### src/rtl/mem_stage.sv
// ---------------------------------------------------------------------------
// mem_stage
//   MEM pipeline stage, directly after EX. It runs the data-cache handshake
//   for loads and stores, asks the hazard unit to stall while the cache is
//   busy, and owns the MEM/WB register. wb_data also feeds the EX forwarding
//   path.
//
// Parameters
//   ADDR_W       dcache word-address width (dcache_addr = EX_MEM_alu[ADDR_W+1:2])
//   SWAP_ENDIAN  1: byte-reverse store data and load data between the
//                little-endian core and big-endian memory; 0: pass through
//
// Ports
//   clk, rst_n          clock (rising edge), asynchronous active-low reset
//   ext_stall           stall from other sources; freezes MEM/WB
//   EX_MEM_*            EX/MEM register contents (control, Rd, address, store data)
//   dcache_ren/wen      read / write request (combinational)
//   dcache_addr/wdata   word address and byte-ordered store data (always driven)
//   dcache_rdata        load data, valid when request held and dcache_stall==0
//   dcache_stall        cache busy; the request is held while high
//   dmem_stall          stall request to pipeline control (combinational)
//   MEM_WB_regwrite/Rd  registered write-back control
//   wb_data             registered write-back value
// ---------------------------------------------------------------------------
module mem_stage #(
    parameter int ADDR_W      = 30,
    parameter bit SWAP_ENDIAN = 1'b1
) (
    input  logic              clk,
    input  logic              rst_n,
    input  logic              ext_stall,
    input  logic              EX_MEM_regwrite,
    input  logic              EX_MEM_memtoreg,
    input  logic              EX_MEM_memread,
    input  logic              EX_MEM_memwrite,
    input  logic [4:0]        EX_MEM_Rd,
    input  logic [31:0]       EX_MEM_alu,
    input  logic [31:0]       EX_MEM_wdata,
    output logic              dcache_ren,
    output logic              dcache_wen,
    output logic [ADDR_W-1:0] dcache_addr,
    output logic [31:0]       dcache_wdata,
    input  logic [31:0]       dcache_rdata,
    input  logic              dcache_stall,
    output logic              dmem_stall,
    output logic              MEM_WB_regwrite,
    output logic [4:0]        MEM_WB_Rd,
    output logic [31:0]       wb_data
);

    typedef enum logic [1:0] {
        IDLE = 2'd0,
        WAIT = 2'd1,
        DONE = 2'd2
    } state_t;

    state_t      state_reg, state_next;
    logic [31:0] ldbuf_reg, ldbuf_next;

    logic        mem_op;
    logic        req;
    logic        wb_en;
    logic [31:0] rdata_sw;
    logic [31:0] wdata_sw;
    logic [31:0] ld_val;
    logic [31:0] wb_next;

    // Only the word-address slice of EX_MEM_alu reaches the cache; the
    // remaining bits are deliberately ignored.
    logic unused_alu_bits;
    assign unused_alu_bits = ^EX_MEM_alu;

    // Byte-lane reordering between core and memory.
    generate
        if (SWAP_ENDIAN) begin : g_swap
            for (genvar gi = 0; gi < 4; gi++) begin : g_byte
                assign rdata_sw[8*gi +: 8] = dcache_rdata[8*(3-gi) +: 8];
                assign wdata_sw[8*gi +: 8] = EX_MEM_wdata[8*(3-gi) +: 8];
            end
        end else begin : g_pass
            assign rdata_sw = dcache_rdata;
            assign wdata_sw = EX_MEM_wdata;
        end
    endgenerate

    assign mem_op = EX_MEM_memread | EX_MEM_memwrite;

    // No request in DONE: the access already happened while the pipeline
    // was frozen, so a store is never issued twice. Reset kills the request
    // in the same cycle, even when the state register held a live access.
    assign req        = rst_n & mem_op & (state_reg != DONE);
    assign dcache_wen = req & EX_MEM_memwrite;
    assign dcache_ren = req & EX_MEM_memread & ~EX_MEM_memwrite;

    assign dcache_addr  = EX_MEM_alu[ADDR_W+1:2];
    assign dcache_wdata = wdata_sw;

    // Deasserts in the completing cycle so a hit costs no bubble.
    assign dmem_stall = req & dcache_stall;

    // Next-state and load-buffer capture
    always_comb begin
        state_next = state_reg;
        ldbuf_next = ldbuf_reg;
        case (state_reg)
            IDLE, WAIT: begin
                if (req) begin
                    if (dcache_stall) begin
                        state_next = WAIT;
                    end else begin
                        // Access completes this cycle; keep the data in case
                        // the pipeline stays frozen past this edge.
                        ldbuf_next = rdata_sw;
                        state_next = ext_stall ? DONE : IDLE;
                    end
                end
            end
            DONE: begin
                if (!ext_stall) begin
                    state_next = IDLE;
                end
            end
            default: state_next = IDLE;
        endcase
    end

    assign ld_val  = (state_reg == DONE) ? ldbuf_reg : rdata_sw;
    assign wb_next = EX_MEM_memtoreg ? ld_val : EX_MEM_alu;
    assign wb_en   = ~ext_stall & ~dmem_stall;

    always_ff @(posedge clk or negedge rst_n) begin
        if (!rst_n) begin
            state_reg       <= IDLE;
            ldbuf_reg       <= 32'd0;
            MEM_WB_regwrite <= 1'b0;
            MEM_WB_Rd       <= 5'd0;
            wb_data         <= 32'd0;
        end else begin
            state_reg <= state_next;
            ldbuf_reg <= ldbuf_next;
            if (wb_en) begin
                // x0 is hard-wired zero, never written back
                MEM_WB_regwrite <= EX_MEM_regwrite & (EX_MEM_Rd != 5'd0);
                MEM_WB_Rd       <= EX_MEM_Rd;
                wb_data         <= wb_next;
            end
        end
    end

endmodule

### config.mk
export PLATFORM = sky130hd
export DESIGN_NAME = mem_stage
export DESIGN_NICKNAME = d
export VERILOG_FILES = /design/src/rtl/mem_stage.sv
export SDC_FILE = /design/constraint.sdc
export NUM_CORES = 1
export LEC_CHECK = 0
export BUFFER_PORTS_ARGS = -buffer_cell sky130_fd_sc_hd__buf_2
export CAP_MARGIN = 15
export CORE_MARGIN = 8
export CORE_UTILIZATION = 50
export DETAILED_ROUTE_END_ITERATION = 6
export HOLD_SLACK_MARGIN = 0.03
export PLACE_DENSITY = 0.87
export SLEW_MARGIN = 30
export SYNTH_ARGS = -nofsm -noshare
export SYNTH_HDL_FRONTEND = slang
export SYNTH_SLANG_ARGS = --single-unit
### constraint.sdc
create_clock -name clk -period 2.3 [get_ports clk]
set_input_delay 0.115 -clock clk [delete_from_list [all_inputs] [get_ports clk]]
set_output_delay 0.115 -clock clk [all_outputs]
set_load 0.05 [all_outputs]
==> metrics.csv, run 1 <==
metric,value,unit
synth_commonest_cells,"72 x dfrtp_1, 66 x buf_4, 66 x nor2_1, 34 x inv_1, 34 x mux2_1",
startpoint_type,input pin,
maxSlewViolCount,0,
dp.cells,582,
synth_top_area_cell,dfrtp_1,
slew_headroom,0.556,
die_x,107,um
place_hpwl,7870,um
synth_cell_types,25,
wl_per_cell,17.9,um
drc,0,
crit_buf_inv,4,
gp_congestion,0.743,
grt_max_degree,75,
peakVddDrop,0.518,mV
num_antenna_cells,0,
critPathArrivalTime,1820,ps
power.leakage,2.43,nW
core,8090,um^2
synth-simple-area-share,0.131,
ant_nets,0,
finalCritPeriodShare,0.842,
hold_viol_final,0,
fmax,516,MHz
wirelength,11400,um
synth_edf_count,0,
vias,3434,
insertion_delay,350,ps
setup_violations,0,
start_util,0.509,
synth-warning-count,0,
viasPerCell,5.40,
grtUsageTotal,0.202,
fin_ws,362,ps
end_kind,output pin,
ios,212,
fin_setup_tns,0,ps
fin_util,0.627,
synth_fp_nets,521,
grt_pass1_wl,18700,um
synth_top_family_by_area,buffers and inverters,
synthCells,412,
synth_area,4120,um^2
critPathSlowestCell,dlygate4sd3_1,
crit_chain,dlygate4sd3_1 > buf_4 > buf_6 > and4b_1 > buf_2,
clock_skew,11.7,ps
globalRouteOverflowTotal,0,
dr.pass1.iters,4,
die_h,107,um
drv_cap,0,
worst_slew_pin_slew,667,ps
max-clock-path-buffers,2,
crit_required,2180,ps
critical_path.max_stage_delay,540,ps
synth-adder-area-share,0,
synth_seq_cells,72,
grt_antenna_before_repair,0,
first_iter_violations,168,
ys.flop_type,dfrtp_1,
fin_crit,1940,ps
clockRootBuffer,clkbuf_8,
area.growth.synth_to_final,23.1,%
cp_top_family,buffers and inverters,
run_status,finished clean,
numCtsBuffers,9,
path_clk_slew,90,ps
grt_pass1_vias,3742,
cts_tree,done,
critPathKind,in -> out,
clock_sinks,72,
drive_gt1_frac,0.341,
final_nets,635,
muxShareOfSynthArea,0.106,
yosysSeqAreaShare,0.437,
synth_xor_area_frac,0,
final_cells,636,
synth_area_leaders,"dfrtp_1 44%, buf_4 12%, mux2_1 9.3%",
ys_async_sr_fraction,1.00,
synth.avg_cell_area,10.0,um^2
synth_compound_area_frac,0.143,
dpl_cell_area,4470,um^2
rsz0062_at_grt,no,
synth.most_common_cell,dfrtp_1,
yosysTopAreaCellShare,0.437,
hold_class,in -> reg,
fin_area,5070,um^2
htreeDepth,3,
crit_fanout,74,
dieArea,11400,um^2
power_density,773,nW/um^2
num_rows,33,
io_buffers,147,
place_ws,382,ps
-- path summary, 6_finish.rpt --
check                                     start  slack, ps  cells after the start              end
worst min-delay path            EX_MEM_regwrite         80                      3  MEM_WB_regwrite
worst max register to register     state_reg[1]        510                      5      wb_data[18]
min in group asynchronous                 rst_n        430                      3     state_reg[0]
worst min register to register      wb_data[12]        490                      1      wb_data[12]
max in group asynchronous                 rst_n       1390                      3       wb_data[2]
worst max-delay path                      rst_n        360                      5       dcache_ren
-- cell type report --
type | instances | area, um^2
sequential | 72 | 1800
clock inverter | 7 | 95.1
inverter | 34 | 128
fill | 663 | 3020
timing repair buffer | 197 | 1220
multi-input combinational | 212 | 1570
tap | 105 | 131
clock buffer | 9 | 124
-- where the power goes --
group | leakage [nW] | internal, W | switching [W]
clock network | 0.110 | 0.000612 | 0.000496
logic | 1.46 | 0.000413 | 0.000805
registers | 0.861 | 0.00148 | 0.000115
total | 2.43 | 0.00251 | 0.00142
-- cell families (layout without fill, tap and decap cells) --
logic type | Yosys count | count (layout)
flops | 72 | 72
simple gates | 105 | 105
buf+inv | 128 | 247
mux | 39 | 39
compound gates | 68 | 68
-- tightest hold or removal path, delay by kind of cell --
family          cells  cell delay (ps)
buf+inv             1               90
compound gates      1               90
mux                 1               90
-- per-layer routing --
layer  vias to the layer above  GRT usage  part of all wire
met4                         0     0.0573            0.0082
met3                        17     0.0564             0.085
li1                       1595          -                 -
met5                         -          0                 0
met2                       146      0.365              0.52
met1                      1676      0.228              0.39
-- through the flow --
stage	power, W	hold WS, ps
finish	0.00392	78.6
global placement	0.00276	230
CTS	0.00396	34.9
global route	0.00411	67.2
detailed placement	0.00280	230
floorplan	0.00263	-181
-- placed cells by master, fill, tap and decap left out, types with 2 or more instances in the layout --
master | synthesis | final
buf_2 | 8 | 146
dfrtp_1 | 72 | 72
nor2_1 | 66 | 66
dlygate4sd3_1 | 0 | 38
inv_1 | 34 | 34
mux2_1 | 34 | 34
nand3b_1 | 32 | 32
o211ai_1 | 32 | 32
a32o_1 | 32 | 32
buf_4 | 66 | 11
clkbuf_8 | 0 | 9
mux2_2 | 3 | 3
mux2i_1 | 2 | 2
bufinv_16 | 0 | 2
clkinv_2 | 0 | 2
-- what timing repair did --
action	CTS	global route
setup buffers	0	0
gates resized for setup	0	0
hold buffers	37	1
hold endpoints to repair	37	72
No activity file was read; power rests on OpenSTA's default activity.
==> run 2: changes to the inputs <==
--- a/config.mk
+++ b/config.mk
@@ -5,13 +5,14 @@
 export SDC_FILE = /design/constraint.sdc
 export NUM_CORES = 1
 export LEC_CHECK = 0
+export ABC_AREA = 1
 export BUFFER_PORTS_ARGS = -buffer_cell sky130_fd_sc_hd__buf_2
 export CAP_MARGIN = 15
 export CORE_MARGIN = 8
-export CORE_UTILIZATION = 50
+export CORE_UTILIZATION = 42
 export DETAILED_ROUTE_END_ITERATION = 6
 export HOLD_SLACK_MARGIN = 0.03
-export PLACE_DENSITY = 0.87
+export PLACE_DENSITY = 0.77
 export SLEW_MARGIN = 30
 export SYNTH_ARGS = -nofsm -noshare
 export SYNTH_HDL_FRONTEND = slang
==> constraint.sdc (replaced) <==
create_clock -name clk -period 1.7 [get_ports clk]
set_input_delay 0.085 -clock clk [delete_from_list [all_inputs] [get_ports clk]]
set_output_delay 0.085 -clock clk [all_outputs]
set_load 0.05 [all_outputs]
==> run 2 against run 1 <==
Count of clock-buffer cells in the layout is 2 higher. Via count is 11% higher. Routed wire length is 2.5% higher. Die area is 21% higher. Combinational power is 45% higher. Core utilization is 11 points lower. Design area is 3.0% higher. Global-route usage is 3.0 points lower. Critical endpoint is now dcache_wen. Largest power group unchanged. Highest routed layer unchanged.
==> metrics.csv, run 2 <==
metric,value,unit,change
run_status,finished clean,,
end_kind,output pin,,
power_switching,0.00206,W,+45%
rsz0062_at_grt,no,,
maxSlewViolCount,0,,unchanged
fin_setup_tns,0,ps,unchanged
final_common_cell,nand2_1,,
wl_per_cell,15.0,um,-16%
final_nets,747,,+18%
grt_antenna_before_repair,0,,unchanged
yosysSeqAreaShare,0.415,,-0.0222
crit_chain,nand2_8 > nand2_4 > nor2_1 > buf_2,,
startpoint_type,register,,
synth_cell_types,24,,-4.0%
cp_top_family,flip-flops,,
ys_async_sr_fraction,1.00,,unchanged
setup_violations,0,,unchanged
grt_pass1_wl,19700,um,+5.6%
p_total,0.00530,W,+35%
power.leakage,2.77,nW,+14%
synthCells,528,,+28%
synth_fp_nets,637,,+22%
crit_path_start,state_reg[1],,
critical_path.max_stage_delay,450,ps,-90 ps
place_hpwl,8010,um,+1.7%
dr.pass1.iters,4,,unchanged
cts_tree,done,,
crit_buf_inv,1,,-3
combPwrFrac,0.334,,+0.024
drc,0,,unchanged
synth.most_common_cell,nand2_1,,
start_util,0.426,,-0.0830
viasPerCell,4.88,,-9.5%
critPathKind,reg -> out,,
fin_crit,1600,ps,
io_buffers,147,,unchanged
htreeDepth,3,,unchanged
first_iter_violations,253,,+51%
globalRouteOverflowTotal,0,,unchanged
synth_seq_cells,72,,unchanged
insertion_delay,340,ps,about the same
drive_gt1_frac,0.386,,+0.0448
die_h,118,um,+10%
hold_class,in -> async,,
crit_fanout,17,,-77%
drv_cap,0,,unchanged
core,10200,um^2,+26%
synth_top_area_cell,dfrtp_1,,
clockRootBuffer,clkbuf_8,,
synth_edf_count,0,,unchanged
path_clk_slew,80,ps,about the same
r2r_start,state_reg[1],,
worst_slew_pin_slew,646,ps,-20.4 ps
critPathArrivalTime,1520,ps,-300 ps
numCtsBuffers,9,,unchanged
max-clock-path-buffers,2,,unchanged
synth.avg_cell_area,8.22,um^2,-18%
ios,212,,unchanged
gp_congestion,0.757,,+1.8%
slew_headroom,0.569,,+0.0136
grt_max_degree,73,,-2.7%
die_x,118,um,+10%
fmax,623,MHz,
clock_sinks,72,,unchanged
peakVddDrop,0.439,mV,-15%
p_seq_frac,0.409,,+0.002
synth-warning-count,0,,unchanged
ys.flop_type,dfrtp_1,,
area.growth.synth_to_final,20.4,%,
final_cell_mix,"172 x nand2_1, 146 x buf_2, 101 x nand3_1, 72 x dfrtp_1, 39 x dlygate4sd3_1",,
wirelength,11700,um,+2.5%
dieArea,13800,um^2,+21%
synth_area_leaders,"dfrtp_1 41%, nand2_1 15%, nand3_1 12%",,
vias,3805,,+11%
num_antenna_cells,0,,unchanged
clock_skew,11.9,ps,+0.238 ps
clkPwrFrac,0.257,,-0.025
ant_nets,0,,unchanged
synth_commonest_cells,"172 x nand2_1, 101 x nand3_1, 72 x dfrtp_1, 62 x buf_4, 34 x o21ai_2",,
grt_pass1_vias,4039,,+7.9%
p_int,0.00324,W,+29%
hold_viol_final,0,,unchanged
yosysTopAreaCellShare,0.415,,-0.0222
crit_required,1620,ps,-560 ps
finalCritPeriodShare,0.944,,
grtUsageTotal,0.172,,-0.0303
num_rows,37,,+12%
power_density,1010,nW/um^2,+31%
synth_area,4340,um^2,+5.3%
p_sw_frac,0.388,,+0.0277
critPathSlowestCell,dfrtp_1,,
run 2: changes by cell type after synthesis, sizes merged, moves of 12 or more:
cell	delta
or2	+32
buf	+13
clkbuf	-12
o211ai	-32
mux2	-37
nand3	+101
nor2	-58
o21ai	+34
nand2	+175
nand3b	-32
a32o	-32
inv	-28
run 2: kinds of logic (layout without fill, tap and decap cells):
group                  count (synthesis)  in the layout  share of synthesized area
AND/OR/NAND/NOR                      318            318                      0.344
buffers and inverters                101            216                      0.168
flip-flops                            72             72                      0.415
AO/OA/AOI/OAI                         37             37                     0.0729
run 2: repair_timing:
item,CTS,global route
gates resized for setup,0,0
setup endpoints to repair,0,0
endpoints found under the hold margin,41,0
setup buffers,0,0
hold buffers,39,0
run 2: per-layer routing:
layer,share of wire,track usage
met1,0.42,0.201
met5,0,0
met4,0.036,0.0937
met3,0.063,0.0489
met2,0.48,0.281
run 2: area by class of cell:
type / instances / area, um^2
multi-input cells: 355 / 1820
clock buffers: 11 / 141
repair buffers: 194 / 1220
well taps: 136 / 170
flip-flops and latches: 72 / 1800
fillers: 998 / 4960
clock inverters: 5 / 56.3
inverters: 6 / 22.5
run 2: final timing paths:
kind                                 endpoint  slack [ps]  cells past startpoint
worst min-delay path             state_reg[0]         110                      2
worst min register to register  ldbuf_reg[15]         470                      2
max in group asynchronous       ldbuf_reg[23]         760                      3
worst max register to register     wb_data[8]         120                      5
worst max-delay path               dcache_wen         100                      4
min in group clk                   wb_data[1]         110                      4
run 2: per-stage QoR:
stage               worst slack, ps   util  area [um^2]  instances  hold WS, ps
floorplan                       309      -         4340        528         -211
global placement                217  0.455         4630        724        -95.2
detailed placement              148  0.455         4630        724        -95.6
CTS                            76.8  0.513         5220        779         97.7
global route                   4.91  0.513         5230        779         95.2
finish                         95.3  0.513         5230        779          105
run 2: power groups by stage:
| stage | logic [W] | clock network, W | registers [W] |
|---|---|---|---|
| 3_3_place_gp | 0.00167 | 0 | 0.00219 |
| 3_5_place_dp | 0.00171 | 0 | 0.00219 |
| 6_report | 0.00177 | 0.00136 | 0.00217 |
| 4_1_cts | 0.00178 | 0.00141 | 0.00217 |
| 2_1_floorplan | 0.00107 | 0 | 0.00263 |
| 5_1_grt | 0.00191 | 0.00149 | 0.00221 |
